[src/rtl/alu4_bist.sv]
// alu4_bist: exhaustive self-test sequencer for the 4-bit alu4 block.
// Define ALU4_BIST_STOP_ON_FAIL_EN to end a run at the first mismatching vector.
//
// state | meaning
// IDLE  | waiting for the first start after reset
// DRIVE | vector applied to alu4, result settling
// CHECK | alu_x compared against the expected value on the exit edge
// DONE  | results held until the next start or reset
module alu4_bist #(
   parameter int NUM_OPS = 14
) (
   input  logic        clk,
   input  logic        rst_n,
   input  logic        start,
   input  logic [3:0]  alu_x,
   input  logic [3:0]  alu_y,
   output logic [3:0]  alu_a,
   output logic [3:0]  alu_b,
   output logic [3:0]  alu_opcode,
   output logic        busy,
   output logic        done,
   output logic        pass,
   output logic [11:0] err_count,
   output logic [3:0]  fail_opcode,
   output logic [3:0]  fail_a,
   output logic [3:0]  fail_b
);

   typedef enum logic [1:0] {IDLE, DRIVE, CHECK, DONE} state_t;

   localparam logic [3:0] OP_LAST = 4'(NUM_OPS - 1);

   state_t     state, state_next;
   logic       load_first, load_next;
   logic       mismatch, last_vec;
   logic [3:0] x_exp;
   logic       unused_y;

   // alu_y is not part of the check
   assign unused_y = ^alu_y;

   function automatic logic [3:0] expect_x(input logic [3:0] op, input logic [3:0] a,
                                           input logic [3:0] b);
      logic [3:0] r;
      r = 4'h0;
      case (op)
         4'd0:    r = {3'b000, |a};
         4'd1:    r = {3'b000, ^a};
         4'd2:    r = {3'b000, &a};
         4'd3:    r = {3'b000, ~|a};
         4'd4:    r = ~a;
         4'd5:    r = {3'b000, ~|b};
         4'd6:    r = ~b;
         4'd7:    r = {3'b000, &b};
         4'd8:    r = a & b;
         4'd9:    r = a | b;
         4'd10:   r = a ^ b;
         4'd11:   r = {3'b000, a > b};
         4'd12:   r = {3'b000, a < b};
         4'd13:   r = {3'b000, a == b};
         default: r = 4'h0;
      endcase
      return r;
   endfunction

   always_comb begin
      state_next = state;
      load_first = 1'b0;
      load_next  = 1'b0;
      x_exp      = expect_x(alu_opcode, alu_a, alu_b);
      mismatch   = (state == CHECK) && (alu_x != x_exp);
      last_vec   = (alu_opcode == OP_LAST) && (alu_a == 4'hf) && (alu_b == 4'hf);
      case (state)
         IDLE: begin
            if (start) begin
               state_next = DRIVE;
               load_first = 1'b1;
            end
         end
         DRIVE: state_next = CHECK;
         CHECK: begin
`ifdef ALU4_BIST_STOP_ON_FAIL_EN
            if (mismatch || last_vec) begin
               state_next = DONE;
            end else begin
               state_next = DRIVE;
               load_next  = 1'b1;
            end
`else
            if (last_vec) begin
               state_next = DONE;
            end else begin
               state_next = DRIVE;
               load_next  = 1'b1;
            end
`endif
         end
         DONE: begin
            if (start) begin
               state_next = DRIVE;
               load_first = 1'b1;
            end
         end
         default: state_next = IDLE;
      endcase
   end

   assign busy = (state == DRIVE) || (state == CHECK);
   assign done = (state == DONE);
   assign pass = (state == DONE) && (err_count == 12'd0);

   // {alu_opcode, alu_a, alu_b} doubles as the vector index, b fastest
   always_ff @(posedge clk) begin
      if (!rst_n) begin
         state       <= IDLE;
         alu_a       <= 4'h0;
         alu_b       <= 4'h0;
         alu_opcode  <= 4'h0;
         err_count   <= 12'd0;
         fail_opcode <= 4'h0;
         fail_a      <= 4'h0;
         fail_b      <= 4'h0;
      end else begin
         state <= state_next;
         if (load_first) begin
            {alu_opcode, alu_a, alu_b} <= 12'd0;
            err_count   <= 12'd0;
            fail_opcode <= 4'h0;
            fail_a      <= 4'h0;
            fail_b      <= 4'h0;
         end else if (load_next) begin
            {alu_opcode, alu_a, alu_b} <= {alu_opcode, alu_a, alu_b} + 12'd1;
         end
         if (mismatch) begin
            err_count <= err_count + 12'd1;
            if (err_count == 12'd0) begin
               fail_opcode <= alu_opcode;
               fail_a      <= alu_a;
               fail_b      <= alu_b;
            end
         end
      end
   end

endmodule

[config.mk]
export PLATFORM = sky130hd
export DESIGN_NAME = alu4_bist
export DESIGN_NICKNAME = d
export VERILOG_FILES = /design/src/rtl/alu4_bist.sv
export SDC_FILE = /design/constraint.sdc
export NUM_CORES = 1
export LEC_CHECK = 0
export BUFFER_PORTS_ARGS = -buffer_cell sky130_fd_sc_hd__buf_2
export CAP_MARGIN = 10
export CELL_PAD_IN_SITES_DETAIL_PLACEMENT = 1
export CELL_PAD_IN_SITES_GLOBAL_PLACEMENT = 2
export CORE_MARGIN = 4
export CORE_UTILIZATION = 33
export DETAILED_ROUTE_END_ITERATION = 8
export PLACE_DENSITY_LB_ADDON = 0.1
export RECOVER_POWER = 50
export SYNTH_ARGS = -nofsm -noshare
export SYNTH_HDL_FRONTEND = slang
export SYNTH_SLANG_ARGS = --single-unit
[constraint.sdc]
create_clock -name clk -period 4 [get_ports clk]
set_clock_uncertainty 0.1 [all_clocks]
set_input_delay 0.8 -clock clk [delete_from_list [all_inputs] [get_ports clk]]
set_output_delay 0.8 -clock clk [all_outputs]
set_load 0.1 [all_outputs]
Word level (Yosys, flattened, before mapping)

Index checks and enable logic that the tools add are counted.

Flip-flop bits (word level): 38
Input port bits: 11
Output and inout port bits: 39
Word-level logic and storage cells: 76

Add/subtract/negate cells: 2
Magnitude comparators: 2
Eq/ne operators: 21
Mux-type cells: 19
Bitwise logic cells: 6
Reductions and logical operators: 18

Operators by type and width:

| operator                | count |
|---|---|
| $pmux W4 S14            | 1 |
| $mux W4                 | 9 |
| $eq A4 B4 Y1 const B    | 8 |
| $add A12 B1 Y12 const B | 2 |
| $mux W12                | 2 |
| $eq A4 B3 Y1 const B    | 4 |
| $logic_not A12 Y1       | 1 |
| $eq A4 B2 Y1 const B    | 2 |
| $not A4 Y4              | 2 |
| $reduce_and A4 Y1       | 2 |
| $reduce_or A4 Y1        | 2 |
| $pmux W2 S3             | 1 |
| $and A4 B4 Y4           | 1 |
| $eq A2 B2 Y1 const B    | 2 |
| $eq A4 B1 Y1 const B    | 1 |
| $eq A4 B4 Y1            | 1 |
| $gt A4 B4 Y1            | 1 |
| $logic_and A1 B1 Y1     | 4 |
| $logic_not A4 Y1        | 1 |
| $lt A4 B4 Y1            | 1 |
| $mux W1                 | 4 |
| $mux W2                 | 2 |
| $ne A4 B4 Y1            | 1 |
| $or A4 B4 Y4            | 1 |
| other kinds (10)        | 12 |

Logic depth before layout (Yosys ltp)

Depth after elaboration: 6
Depth in mapped cells: 11

Least setup slack after synthesis

No wires, ideal clock.

Kind: register -> register
Start point: register alu_b[2]
End point: register err_count[10]
Setup time: 120 ps
Data arrival time: 3836 ps
Data required time: 3780 ps
Path slack: -55 ps
Stages on the path, launching flop included: 11
Path buffers: 1
Clock period less this slack: 4055 ps
Cell sequence: dfxtp_1 -> inv_1 -> ha_1 -> or4_4 -> nor3b_1 -> a211o_1 -> or4_4 -> a211oi_4 -> buf_6 -> nor3_1 -> a211o_1

Cells in the longest elaborated chain, start to end: 6
Elaborated cells between the ends (all ways): 15

Ends and longest elaborated chain:

| what                                                 | RTL line | RTL |
|---|---|---|
| from (decl)                                          | 18       | `output logic [3:0] alu_b,` |
| from (signal assigned)                               | 132      | `{alu_opcode, alu_a, alu_b} <= {alu_opcode, alu_a, alu_b} + 12'd1;` |
| branches (longest 2 deep; another with $lt A4 B4 Y1) | -        |  |
| $pmux W4 S14 (*)                                     | 46       | `case (op)` |
| $ne A4 B4 Y1 (*)                                     | 71       | `mismatch = (state == CHECK) && (alu_x != x_exp);` |
| $logic_and A1 B1 Y1 (*)                              | 71       |  |
| $mux W12 or $reduce_bool A2 Y1 (tied branches)       | -        |  |
| to (signal assigned)                                 | 135      | `err_count <= err_count + 12'd1;` |
| to (decl)                                            | 23       | `output logic [11:0] err_count,` |

Mark *: on every way between the ends.
A chain may end at the register's enable or synchronous reset.

Worst setup path after layout

Start point: register alu_b[2]
End point: register err_count[9]

Same word-level chain as after synthesis.

==> flow_summary.json <==
{
  "status": "finished, final reports clean",
  "post-route-period-util_pct": 88.5,
  "cts_tree": "built",
  "cp.required_ns": 4.15,
  "syn_to_final_growth_pct": 15.4,
  "placed_cells": 440,
  "critPathKind": "reg -> reg",
  "seq_area_frac_synth_pct": 29.8,
  "first_pass_iters": 4,
  "antenna_left": 0,
  "crit_fanout": 11,
  "holdBufCountCts": 0,
  "clock_path_buffers": 2,
  "synth-compound-area-share_pct": 14.7,
  "power_frac_seq_pct": 32.0,
  "p_clk_share_pct": 25.3,
  "grt_pass1_wl_um": 12000,
  "totalWireLength_um": 7290,
  "core.rowCount": 31,
  "grt_pass1_vias": 2263,
  "cts_buffers": 5,
  "syn_nets": 333,
  "cp-start-kind": "register",
  "tightest_slew_ns": 1.18,
  "cts.clk_slew.worst_paths_ns": 0.09,
  "postCtsResizedCells": 0,
  "power_density_nw_per_um2": 460,
  "synth_xor_area_share_pct": 4.80,
  "crit_path_end_kind": "register",
  "place.gp.congestion": 0.789,
  "ys_ff_latch": 38,
  "die_x_um": 96.0,
  "p_comb_share_pct": 42.8,
  "tns_ns": 0,
  "p_switching_uw": 645,
  "routedWlPerCell_um": 16.3,
  "async_flop_share_pct": 0,
  "postCtsSetupBuffers": 0,
  "ys_warn_count": 0,
  "viasPerCell": 5.17,
  "leakage_uw": 0.00114,
  "gr-usage-all-layers_pct": 16.8,
  "drcViolationCount": 0,
  "initial_utilization_pct": 34.7,
  "htreeDepth": 2,
  "place_hpwl_um": 5590,
  "ys.flop_type": "dfxtp_1",
  "drtIter0Drc": 60,
  "place_area_um2": 2880,
  "cts.sinks": 38,
  "synth.avg_cell_area_um2": 8.54,
  "yosysUniqueCellTypes": 59,
  "finalCriticalPeriod_ns": 3.54,
  "postSynthCellCount": 299,
  "stdcell_count": 448,
  "max-vdd-ir-drop_v": 0.000547,
  "grt_max_degree": 23,
  "antenna_found_initial": 0,
  "synth_simple_gate_area_share_pct": 28.1,
  "critical_path_arrival_ns": 3.69,
  "synth_area_um2": 2550,
  "final_cell_area_um2": 2950,
  "die_y_um": 96.0,
  "hold_violations": 0,
  "switching_share_pct": 47.5,
  "internal_power_uw": 712,
  "hold-worst-slack_ns": 0.362,
  "fmax_mhz": 283,
  "finalNetCount": 382,
  "diodes": 0,
  "slew_headroom_pct": 21.7,
  "drv_cap": 0,
  "synth_top_family_by_area": "simple AND/OR/NAND/NOR gates",
  "drv_slew": 0,
  "min_path_type": "reg -> reg",
  "synth_fa_ha_area_share_pct": 11.3,
  "synth_mux_area_share_pct": 4.80,
  "root_buffer": "clkbuf_8",
  "io_buffers": 45,
  "vias": 2314,
  "coreArea_um2": 7370,
  "rsz0062_at_grt": "no",
  "io_pins": 50,
  "setup_viol": 0,
  "drive_gt1_share_pct": 14.3,
  "synth_edf_count": 0,
  "overflow": 0,
  "worstSkewPairLatency_ns": 0.30,
  "die-area_um2": 9210
}
## cell usage in the layout, fill, tap and decap left out, drive strengths merged, types with 3 or more instances in the layout
cell type	Yosys	layout
ha	23	23
mux2i	10	10
and3	4	4
xnor2	12	12
a221o	7	7
inv	17	17
o2111ai	3	3
dfxtp	38	38
nor4	4	4
a211o	3	3
nand3	10	10
a22oi	3	3
a21oi	4	4
nor4b	3	3
nand4b	3	3
buf	6	22
clkbuf	7	38
nor2b	3	3
or2	5	5
nor3	7	7
and2	4	4
nand4	5	5
nand2	42	42
nor2	33	33
o31ai	3	3
## metal layers
metal	wire (um)	global-route usage, %
met5	0	0
met4	51	3.55
met3	251	2.97
met2	3100	25.2
met1	3890	24.8
## kinds of logic after synthesis
logic type | Yosys count
adder cells (fa/ha/maj) | 23
XOR/XNOR | 14
buffers and inverters | 30
multiplexers | 12
flip-flops | 38
AO/OA/AOI/OAI | 44
AND/OR/NAND/NOR | 138
## final timing paths
check,slack [ns],end,startpoint,depth (start not counted)
max,0.46,err_count[9],alu_b[2],9
min reg2reg,0.36,fail_b[1],fail_b[1],2
max reg2reg,0.46,err_count[9],alu_b[2],9
min,0.36,fail_b[1],fail_b[1],2
## synthesized netlist by cell type (all sizes together) (4+ instances only)
cell type,number,area share (%)
buf,6,2.6
xnor2,12,4.1
nand2,42,6.3
nor3,7,1.4
clkbuf,7,1.4
and2,4,0.98
dfxtp,38,30
nand4,5,1.2
nor4,4,0.98
inv,17,2.5
mux2i,10,3.9
or2,5,1.2
ha,23,11
nand3,10,2.0
nor2,33,5.2
a221o,7,2.7
a21oi,4,0.78
and3,4,0.98
## flip-flops by register name, indices dropped and copies added (netlist names)
signal       flops
err_count       12
fail_a           4
state            2
alu_a            4
fail_b           4
fail_opcode      4
alu_b            4
alu_opcode       4
## metrics by stage
| step | power, uW | worst slack [ns] | utilization (%) |
|---|---|---|---|
| floorplan | 937 | 0.0223 | - |
| global placement | 1030 | 0.483 | 39.1 |
| detailed placement | 1040 | 0.447 | 39.1 |
| CTS | 1390 | 0.414 | 40.6 |
| global route | 1430 | 0.270 | 40.0 |
| finish | 1360 | 0.461 | 40.0 |
## worst max-delay path, stage by stage (launching register included)
cell      delay (ns)
dfxtp_2         0.44
inv_1           0.09
ha_1            0.31
or4_4           0.53
nor3b_1         0.15
a211o_1         0.27
or4_4           0.43
a211oi_4        0.46
o21a_1          0.46
a221o_1         0.24
## power by group through the flow
stage | Combinational (uW) | Sequential, uW | Clock [uW]
after global routing | 618 | 440 | 367
after floorplan | 331 | 605 | 0
after detailed placement | 594 | 443 | 0
after CTS | 595 | 434 | 356
final | 581 | 434 | 343
after global placement | 591 | 443 | 0
## final cells by class
type | instances | area, um^2
Tap cell | 99 | 124
Clock inverter | 3 | 45.0
Multi-Input combinational cell | 231 | 1630
Inverter | 17 | 63.8
Clock buffer | 5 | 68.8
Sequential cell | 38 | 764
Fill cell | 927 | 4420
Timing Repair Buffer | 55 | 256
Power figures use the tool's default switching activity.
